## config.mk

```make
export PLATFORM = sky130hd
export DESIGN_NAME = qpu_measure_collect_flat
export DESIGN_NICKNAME = d
export VERILOG_FILES = /design/src/rtl/qpu_measure_pkg.sv /design/src/rtl/qpu_measure_collect_if.sv /design/src/rtl/qpu_meas_timer.sv /design/src/rtl/qpu_measure_collect.sv /design/src/flat_wrapper.sv
export SDC_FILE = /design/constraint.sdc
export NUM_CORES = 1
export LEC_CHECK = 0
export ABC_CLOCK_PERIOD_IN_PS = 3700
export CORE_ASPECT_RATIO = 1.1
export CORE_UTILIZATION = 60
export CTS_BUF_LIST = sky130_fd_sc_hd__clkbuf_8 sky130_fd_sc_hd__clkbuf_16
export DETAILED_ROUTE_END_ITERATION = 8
export DONT_BUFFER_PORTS = 1
export PLACE_DENSITY_LB_ADDON = 0.25
export SLEW_MARGIN = 10
export SYNTH_ARGS = -nofsm -noshare
export SYNTH_HDL_FRONTEND = slang
export SYNTH_SLANG_ARGS = --single-unit
```

## constraint.sdc

```tcl
create_clock -name clk -period 3.7 [get_ports clk]
set_input_delay 0.74 -clock clk [delete_from_list [all_inputs] [get_ports clk]]
set_output_delay 0.74 -clock clk [all_outputs]
set_load 0.03 [all_outputs]
```

## src/rtl/qpu_measure_pkg.sv

```systemverilog
// Shared definitions for the measurement-result collector: FSM encoding and default sizes.
package qpu_measure_pkg;

    localparam int QUBIT_NUM_DEF = 12;
    localparam int QIDX_W_DEF    = 4;
    localparam int TMO_W_DEF     = 16;

    typedef logic [1:0] state_t;

    localparam logic [1:0] ST_IDLE    = 2'd0;
    localparam logic [1:0] ST_COLLECT = 2'd1;
    localparam logic [1:0] ST_COMMIT  = 2'd2;

endpackage

```

## src/rtl/qpu_measure_collect_if.sv

```systemverilog
// Request / readout / commit bundle between the OITF + MCU side (master) and the collector (slave).
interface qpu_measure_collect_if #(
    parameter int QUBIT_NUM = qpu_measure_pkg::QUBIT_NUM_DEF,
    parameter int QIDX_W    = qpu_measure_pkg::QIDX_W_DEF
);
    logic                 meas_req_valid;
    logic [QUBIT_NUM-1:0] meas_req_list;
    logic                 meas_req_ready;

    logic                 res_valid;
    logic [QIDX_W-1:0]    res_qidx;
    logic                 res_bit;

    logic                 meas_wen;
    logic [QUBIT_NUM-1:0] meas_data;
    logic [QUBIT_NUM-1:0] meas_list;

    modport master (
        output meas_req_valid, meas_req_list, res_valid, res_qidx, res_bit,
        input  meas_req_ready, meas_wen, meas_data, meas_list
    );

    modport slave (
        input  meas_req_valid, meas_req_list, res_valid, res_qidx, res_bit,
        output meas_req_ready, meas_wen, meas_data, meas_list
    );
endinterface

```

## src/rtl/qpu_meas_timer.sv

```systemverilog
// Saturating COLLECT-cycle counter; expire flags the last allowed cycle before a forced commit.
module qpu_meas_timer #(
    parameter int TMO_W = qpu_measure_pkg::TMO_W_DEF
) (
    input  logic             clk,
    input  logic             rst,
    input  logic             clr,
    input  logic             en,
    input  logic [TMO_W-1:0] limit,
    output logic             expire
);
    import qpu_measure_pkg::*;

    logic [TMO_W-1:0] cnt_reg;

    always_ff @(posedge clk or posedge rst) begin
        if (rst) begin
            cnt_reg <= '0;
        end else if (clr) begin
            cnt_reg <= '0;
        end else if (en && (cnt_reg != '1)) begin
            cnt_reg <= cnt_reg + TMO_W'(1);
        end
    end

    // A zero limit means "never expire".
    assign expire = en && (limit != '0) && (cnt_reg == limit - TMO_W'(1));

endmodule

```

## src/rtl/qpu_measure_collect.sv

```systemverilog
// Gathers per-qubit readout results for one in-flight measure list and commits them as one write pulse.
module qpu_measure_collect #(
    parameter int QUBIT_NUM = qpu_measure_pkg::QUBIT_NUM_DEF,
    parameter int QIDX_W    = qpu_measure_pkg::QIDX_W_DEF,
    parameter int TMO_W     = qpu_measure_pkg::TMO_W_DEF
) (
    input  logic                  clk,
    input  logic                  rst,
    qpu_measure_collect_if.slave  bus,
    input  logic [TMO_W-1:0]      timeout_cycles,
    input  logic                  err_clr,
    output logic                  busy,
    output logic                  timeout_err,
    output logic                  stray_err
);
    import qpu_measure_pkg::*;

    state_t               state_reg, state_next;
    logic [QUBIT_NUM-1:0] pending_reg, pending_next;
    logic [QUBIT_NUM-1:0] data_reg, data_next;
    logic [QUBIT_NUM-1:0] list_reg, list_next;
    logic [TMO_W-1:0]     tmo_reg, tmo_next;
    logic                 wen_reg;
    logic [QUBIT_NUM-1:0] mdata_reg, mlist_reg;
    logic                 timeout_err_reg, stray_err_reg;

    logic [QUBIT_NUM-1:0] hit;
    logic                 accept_list;
    logic                 tmo_set;
    logic                 stray_set;
    logic                 expire;
    logic                 in_collect;

    assign in_collect = (state_reg == ST_COLLECT);

    // One-hot decode of the incoming result; an out-of-range index simply matches nothing.
    generate
        for (genvar gi = 0; gi < QUBIT_NUM; gi++) begin : g_hit
            assign hit[gi] = in_collect && bus.res_valid &&
                             (bus.res_qidx == QIDX_W'(gi)) && pending_reg[gi];
        end
    endgenerate

    assign stray_set = bus.res_valid && (hit == '0);

    qpu_meas_timer #(.TMO_W(TMO_W)) u_timer (
        .clk    (clk),
        .rst    (rst),
        .clr    (accept_list),
        .en     (in_collect),
        .limit  (tmo_reg),
        .expire (expire)
    );

    always_comb begin
        state_next   = state_reg;
        pending_next = pending_reg;
        data_next    = data_reg;
        list_next    = list_reg;
        tmo_next     = tmo_reg;
        accept_list  = 1'b0;
        tmo_set      = 1'b0;
        case (state_reg)
            ST_IDLE: begin
                // An empty list is accepted and silently dropped.
                if (bus.meas_req_valid && (bus.meas_req_list != '0)) begin
                    accept_list  = 1'b1;
                    list_next    = bus.meas_req_list;
                    pending_next = bus.meas_req_list;
                    data_next    = '0;
                    tmo_next     = timeout_cycles;
                    state_next   = ST_COLLECT;
                end
            end
            ST_COLLECT: begin
                pending_next = pending_reg & ~hit;
                data_next    = (data_reg & ~hit) | (hit & {QUBIT_NUM{bus.res_bit}});
                // Completion takes priority over a timeout landing on the same cycle.
                if (pending_next == '0) begin
                    state_next = ST_COMMIT;
                end else if (expire) begin
                    state_next = ST_COMMIT;
                    tmo_set    = 1'b1;
                end
            end
            ST_COMMIT: state_next = ST_IDLE;
            default:   state_next = ST_IDLE;
        endcase
    end

    always_ff @(posedge clk or posedge rst) begin
        if (rst) begin
            state_reg       <= ST_IDLE;
            pending_reg     <= '0;
            data_reg        <= '0;
            list_reg        <= '0;
            tmo_reg         <= '0;
            wen_reg         <= 1'b0;
            mdata_reg       <= '0;
            mlist_reg       <= '0;
            timeout_err_reg <= 1'b0;
            stray_err_reg   <= 1'b0;
        end else begin
            state_reg       <= state_next;
            pending_reg     <= pending_next;
            data_reg        <= data_next;
            list_reg        <= list_next;
            tmo_reg         <= tmo_next;
            wen_reg         <= (state_next == ST_COMMIT);
            mdata_reg       <= (state_next == ST_COMMIT) ? data_next : '0;
            mlist_reg       <= (state_next == ST_COMMIT) ? list_next : '0;
            timeout_err_reg <= tmo_set   | (timeout_err_reg & ~err_clr);
            stray_err_reg   <= stray_set | (stray_err_reg   & ~err_clr);
        end
    end

    assign bus.meas_req_ready = (state_reg == ST_IDLE);
    assign bus.meas_wen       = wen_reg;
    assign bus.meas_data      = mdata_reg;
    assign bus.meas_list      = mlist_reg;
    assign busy               = (state_reg != ST_IDLE);
    assign timeout_err        = timeout_err_reg;
    assign stray_err          = stray_err_reg;

endmodule

```

## src/flat_wrapper.sv

```systemverilog
// flat-port wrapper written by rule: the top's interface ports become plain ports
module qpu_measure_collect_flat import qpu_measure_pkg::*;
#(
    parameter int QUBIT_NUM = qpu_measure_pkg::QUBIT_NUM_DEF,
    parameter int QIDX_W    = qpu_measure_pkg::QIDX_W_DEF,
    parameter int TMO_W     = qpu_measure_pkg::TMO_W_DEF
)
  (clk, rst, timeout_cycles, err_clr, busy, timeout_err, stray_err, bus_meas_req_valid, bus_meas_req_list, bus_res_valid, bus_res_qidx, bus_res_bit, bus_meas_req_ready, bus_meas_wen, bus_meas_data, bus_meas_list);
  qpu_measure_collect_if #(.QUBIT_NUM(QUBIT_NUM), .QIDX_W(QIDX_W)) bus_i ();
  input  logic clk;
  input  logic rst;
  input  logic [TMO_W-1:0] timeout_cycles;
  input  logic err_clr;
  output logic busy;
  output logic timeout_err;
  output logic stray_err;
  input wire logic [$bits(bus_i.meas_req_valid)-1:0] bus_meas_req_valid;
  input wire logic [$bits(bus_i.meas_req_list)-1:0] bus_meas_req_list;
  input wire logic [$bits(bus_i.res_valid)-1:0] bus_res_valid;
  input wire logic [$bits(bus_i.res_qidx)-1:0] bus_res_qidx;
  input wire logic [$bits(bus_i.res_bit)-1:0] bus_res_bit;
  output wire logic [$bits(bus_i.meas_req_ready)-1:0] bus_meas_req_ready;
  output wire logic [$bits(bus_i.meas_wen)-1:0] bus_meas_wen;
  output wire logic [$bits(bus_i.meas_data)-1:0] bus_meas_data;
  output wire logic [$bits(bus_i.meas_list)-1:0] bus_meas_list;
  assign bus_i.meas_req_valid = bus_meas_req_valid;
  assign bus_i.meas_req_list = bus_meas_req_list;
  assign bus_i.res_valid = bus_res_valid;
  assign bus_i.res_qidx = bus_res_qidx;
  assign bus_i.res_bit = bus_res_bit;
  assign bus_meas_req_ready = bus_i.meas_req_ready;
  assign bus_meas_wen = bus_i.meas_wen;
  assign bus_meas_data = bus_i.meas_data;
  assign bus_meas_list = bus_i.meas_list;
  qpu_measure_collect #(.QUBIT_NUM(QUBIT_NUM), .QIDX_W(QIDX_W), .TMO_W(TMO_W)) u_core (.clk(clk), .rst(rst), .bus(bus_i), .timeout_cycles(timeout_cycles), .err_clr(err_clr), .busy(busy), .timeout_err(timeout_err), .stray_err(stray_err));
endmodule
```

* Word-level counts from Yosys, hierarchy flattened
Cells that the tools add are included.
Operators by class: bitwise operators 10, mux-type cells 19, equality and inequality tests 16, $add $sub $neg 2, reduce and logical (&&, ||, !) cells 41
Operators with widths (number):
- $mux 12 | 6
- $pmux 12 s2 | 2
- $and 12x12->12 | 3
- $mux 16 | 2
- $logic_and 1x1->1 | 30
- $logic_not 12->1 | 2
- $add 16x1->16 const B | 1
- $eq 16x16->1 | 1
- $eq 4x3->1 const B | 4
- $eq 4x4->1 const B | 4
- $ne 16x16->1 const B | 1
- $reduce_bool 16->1 | 1
- $sub 16x1->16 const B | 1
- $not 12->12 | 1
- $or 12x12->12 | 1
- $reduce_bool 12->1 | 1
- $eq 4x2->1 const B | 2
- $mux 2 | 3
- $reduce_bool 2->1 | 3
- $mux 1 | 5
- $eq 4x1->1 const B | 1
- $logic_not 4->1 | 1
- $pmux 2 s2 | 1
- $reduce_and 2->1 | 2
- other kinds (7) | 9
Storage, ports and cells: bits of input ports 38, bits in registers 97, output and inout port bits 29

* Depth between registers and ports, before layout
depth after elaboration 11, mapped depth 10, depth with buffers taken out 9

* Hierarchy
From an unflattened synthesis, not the netlist that was laid out.
Second synthesis, totals: cell total of the unflattened synthesis 526, area, all modules 4812.1 um^2
By module, submodules not included:
- qpu_measure_collect | area each 3457.1 um^2, cells each 358, seq. area each 2026.9 um^2, instances 1
- qpu_meas_timer | area each 1355.0 um^2, cells each 168, seq. area each 400.4 um^2, instances 1

* Least setup slack after synthesis
OpenSTA, ideal clock, no wires.
kind input to register, from in bus_res_qidx[1], to reg u_core.mdata_reg[10] (netlist: u_core.bus.meas_data[10]), data arrival time 2341 ps, path slack 1293 ps, path buffers 2, setup time 67 ps, cell stages on the path 8, path through clkbuf_1 -> mux2_2 -> o32ai_1 -> o21ai_0 -> and4bb_2 -> a21o_4 -> buf_6 -> and3_1
Between the ends: cells in the longest elaborated chain, start to end 10, elaborated cells between the ends (all ways) 47, classes of those cells eq/ne: 12; mux: 4; bitwise: 5; reduce/logical: 26
Ends and longest elaborated chain:
- from (decl) | line flat_wrapper.sv:20 | input wire logic [$bits(bus_i.res_qidx)-1:0] bus_res_qidx;
- $eq 4x1->1, or another cell as far along | line qpu_measure_collect.sv:40 | (bus.res_qidx == QIDX_W'(gi)) && pending_reg[gi];
- $logic_and 1x1->1 | line qpu_measure_collect.sv:39 | assign hit[gi] = in_collect && bus.res_valid &&
- $logic_and 1x1->1 | line qpu_measure_collect.sv:40
- $not 12->12 | line qpu_measure_collect.sv:76, qpu_measure_collect.sv:77
- $and 12x12->12 | line qpu_measure_collect.sv:76 | pending_next = pending_reg & ~hit;
- $logic_not 12->1 | line qpu_measure_collect.sv:79 | if (pending_next == '0) begin
- $mux 2 | line qpu_measure_collect.sv:79
- $pmux 2 s2 | line qpu_measure_collect.sv:63 | case (state_reg)
- $eq 2x2->1 | line qpu_measure_collect.sv:110 | mdata_reg <= (state_next == ST_COMMIT) ? data_next : '0;
- $mux 12 (*) | line qpu_measure_collect.sv:110
- to (signal assigned) | line qpu_measure_collect.sv:110
- to (decl) | line qpu_measure_collect.sv:24 | logic [QUBIT_NUM-1:0] mdata_reg, mlist_reg;
Every way passes the cells marked *; elsewhere a longest branch is shown, timed or not. A chain may end at the register's enable or synchronous reset.

* Worst setup path in the final report
from reg u_core.tmo_reg[3], to reg u_core.mdata_reg[3] (netlist: u_core.bus.meas_data[3])
Between the ends: cells in the longest elaborated chain, start to end 8, elaborated cells between the ends (all ways) 10, classes of those cells add/sub: 1; eq/ne: 2; mux: 4; reduce/logical: 3
Ends and longest elaborated chain:
- from (decl) | line qpu_measure_collect.sv:22 | logic [TMO_W-1:0] tmo_reg, tmo_next;
- from (signal assigned) | line qpu_measure_collect.sv:108 | tmo_reg <= tmo_next;
- $sub 16x1->16 or $reduce_bool 16->1 (tied branches) | line qpu_meas_timer.sv:27 | assign expire = en && (limit != '0) && (cnt_reg == limit - TMO_W'(1));
- $eq 16x16->1 or $logic_and 1x1->1 (tied branches) | line qpu_meas_timer.sv:27
- $logic_and 1x1->1 (*) | line qpu_meas_timer.sv:27
- $mux 2 (*) | line qpu_measure_collect.sv:81 | end else if (expire) begin
- $mux 2 (*) | line qpu_measure_collect.sv:79
- $pmux 2 s2 (*) | line qpu_measure_collect.sv:63
- $eq 2x2->1 (*) | line qpu_measure_collect.sv:110
- $mux 12 (*) | line qpu_measure_collect.sv:110
Marks and branches as above.

==> metrics.cfg <==
[worst_setup_path]
slowest_stage = dfrtp_1
rr_worst_depth = 7
crit_buf_inv = 0
start_kind = register
cp.arrival_ps = 2820
path_depth = 7
r2r_slack_ps = 1200
crit_family = simple AND/OR/NAND/NOR gates
r2r_end = u_core.bus.meas_data[3]
crit_required_ps = 4010
crit_path_max_incr_delay_ps = 500
critPathMaxFanout = 27
worstSetupPathType = reg2reg
setup.worst_path.end_class = register
regToRegStartpoint = u_core.tmo_reg[3]
worstPathCellList = nor4_4 > and2_1 > nand4b_1 > xnor2_1 > a211oi_2 > a21o_4 > and3_1

[route]
vias = 3719
routed_via_density = 6.09
drc_errors = 0
drt_wl_total_um = 11100
ant_nets = 0
drt_pass1_iterations = 5
drt_iter0_markers = 290
wl_per_cell_um = 18.2

[cts]
cts_tree = yes
clk_latency_ps = 370
cts-root-buf = clkbuf_8
cts_max_level = 3
cts-hold-fix-buffers = 0
cts_resized = 0
path_clk_slew_ps = 110
cts.sinks = 97
clock_path_buffers = 2
cts_buffers = 9
post-cts-setup-buffers = 0

[global_routing]
grt_first_pass_wirelength_um = 18000
grt_antenna_before_repair = 0
grt_max_degree = 88
grt_overflow_total = 0
grt_pass1_vias = 3404
globalRouteTotalUtil_pct = 29.0

[floorplanning]
die-area_sq_mm = 0.00830
start_util_pct = 63.0
io_pins = 67
dieWidth_um = 87.0
die_h_um = 95.5
num_rows = 33
core_area_sq_mm = 0.00756

[power]
ir_drop_mv = 0.364
leakagePower_nw = 2.38
power.density_mw_per_mm2 = 717

[worst_hold_path]
hold_class = in2reg
worstHoldStart = err_clr
hold_path_depth = 1
min_to = u_core.timeout_err

[placed_design]
portBuffers = 0
gp_congestion = 0.963
dp_hpwl_um = 7690

[timing]
drv_slew = 0
finalCritPeriodShare_pct = 67.7
finClkSkew_ps = 16.5
relSlewSlack_pct = 30.3
hold_ws_ps = 461
fin_crit_ps = 2500
fmax_mhz = 399
finalHoldViolCount = 0
max_slew.worst_pin.slew_ps = 1050
fin_setup_tns_ps = 0
setup_viol = 0
rsz0062_at_grt = false

[yosys]
yosysSeqAreaShare_pct = 51.0
synthFlopType = dfrtp_1
synth_top_area_share_pct = 51.0
yosysWarningCount = 0
netlist_area_sq_mm = 0.00476
yosys-top-cells-count = nand2_1 (110), dfrtp_1 (97), and3_1 (30), nor2_1 (30), o21ai_0 (30)
synth.distinct_cells = 54
syn_avg_cell_area_sq_um = 9.43
synthTopCellsByArea = dfrtp_1 (51%), nand2_1 (8.7%), and3_1 (3.9%)
synth_edf_count = 0
synth_cells = 505
syn-num-nets = 545
synth_top_cell_by_area = dfrtp_1
yosysMostFrequentCell = nand2_1
ys_async_sr_fraction_pct = 100
ys_ff_latch = 97

[status]
outcome = finished, final reports clean

[final_layout]
drive_above_1_share_pct = 8.30
areaGrowthSynthToFinish_pct = 5.81
diodes = 0
final_nets = 541

[flow_run]
max_cap_violations = 0

metrics by stage:
step / area [sq um] / utilization [%] / instances / total power, W / setup WS (ps)
detailed placement: 4850 / 64.2 / 595 / 0.00294 / 1080
finish: 5040 / 66.7 / 611 / 0.00361 / 1200
global route: 5040 / 66.7 / 611 / 0.00384 / 1080
floorplan: 4760 / - / 505 / 0.00261 / 426
global placement: 4850 / 64.2 / 595 / 0.00288 / 1150
CTS: 5040 / 66.7 / 611 / 0.00360 / 1210
power by group:
| part | switching, W | internal [W] | total, W |
|---|---|---|---|
| Clock | 0.000400 | 0.000257 | 0.000657 |
| Combinational | 0.000752 | 0.000512 | 0.00126 |
| Sequential | 0.000371 | 0.00132 | 0.00169 |
| Total | 0.00152 | 0.00209 | 0.00361 |
worst max-delay path by stage:
stage                                     from                       to  slack [ps]
after global placement    bus_meas_req_list[1]  u_core.bus.meas_data[6]        1150
after global routing         u_core.tmo_reg[3]  u_core.bus.meas_data[5]        1080
after CTS                    u_core.tmo_reg[3]  u_core.bus.meas_data[3]        1210
after floorplan                            rst  u_core.bus.meas_data[0]         430
after detailed placement  bus_meas_req_list[1]  u_core.bus.meas_data[6]        1080
final                        u_core.tmo_reg[3]  u_core.bus.meas_data[3]        1200
logic make-up (layout without fill, tap and decap cells):
| family | count (synthesis) | in the layout | share of synthesized area (%) |
|---|---|---|---|
| XOR/XNOR | 34 | 34 | 6.25 |
| AO/OA/AOI/OAI | 81 | 81 | 11.2 |
| AND/OR/NAND/NOR | 247 | 247 | 25.8 |
| multiplexers | 8 | 8 | 2.10 |
| flip-flops | 97 | 97 | 51.0 |
| adder cells (fa/ha/maj) | 2 | 2 | 0.525 |
| buffers and inverters | 36 | 37 | 3.20 |
cell usage in the layout, fill, tap and decap left out, types with 7 or more instances in the layout:
cell type | netlist | layout
o21ai_0 | 30 | 30
dfrtp_1 | 97 | 97
nor3_1 | 7 | 7
nand2_1 | 110 | 110
xnor2_1 | 21 | 21
nand4_1 | 9 | 9
inv_1 | 14 | 13
o22ai_1 | 8 | 8
nor2_1 | 30 | 30
a21oi_1 | 11 | 11
xor2_1 | 13 | 13
buf_4 | 0 | 7
nand3_1 | 18 | 18
and3_1 | 30 | 29
a22o_1 | 10 | 10
clkbuf_8 | 0 | 9
area by class of cell:
type | instances | area [sq um]
Fill cell | 633 | 2520
Sequential cell | 97 | 2430
Multi-Input combinational cell | 372 | 2190
Tap cell | 105 | 131
Clock buffer | 9 | 124
Clock inverter | 7 | 62.6
Inverter | 14 | 55.1
Timing Repair Buffer | 7 | 52.6
per-layer routing:
| metal | global-route usage (%) | share of wire [%] | vias up |
|---|---|---|---|
| li1 | - | - | 1745 |
| met1 | 43.0 | 46 | 1799 |
| met2 | 41.8 | 44 | 159 |
| met3 | 7.97 | 8.4 | 16 |
| met4 | 7.92 | 1.2 | 0 |
| met5 | 0 | 0 | - |
Note: power is estimated with default switching activity, not from simulation.
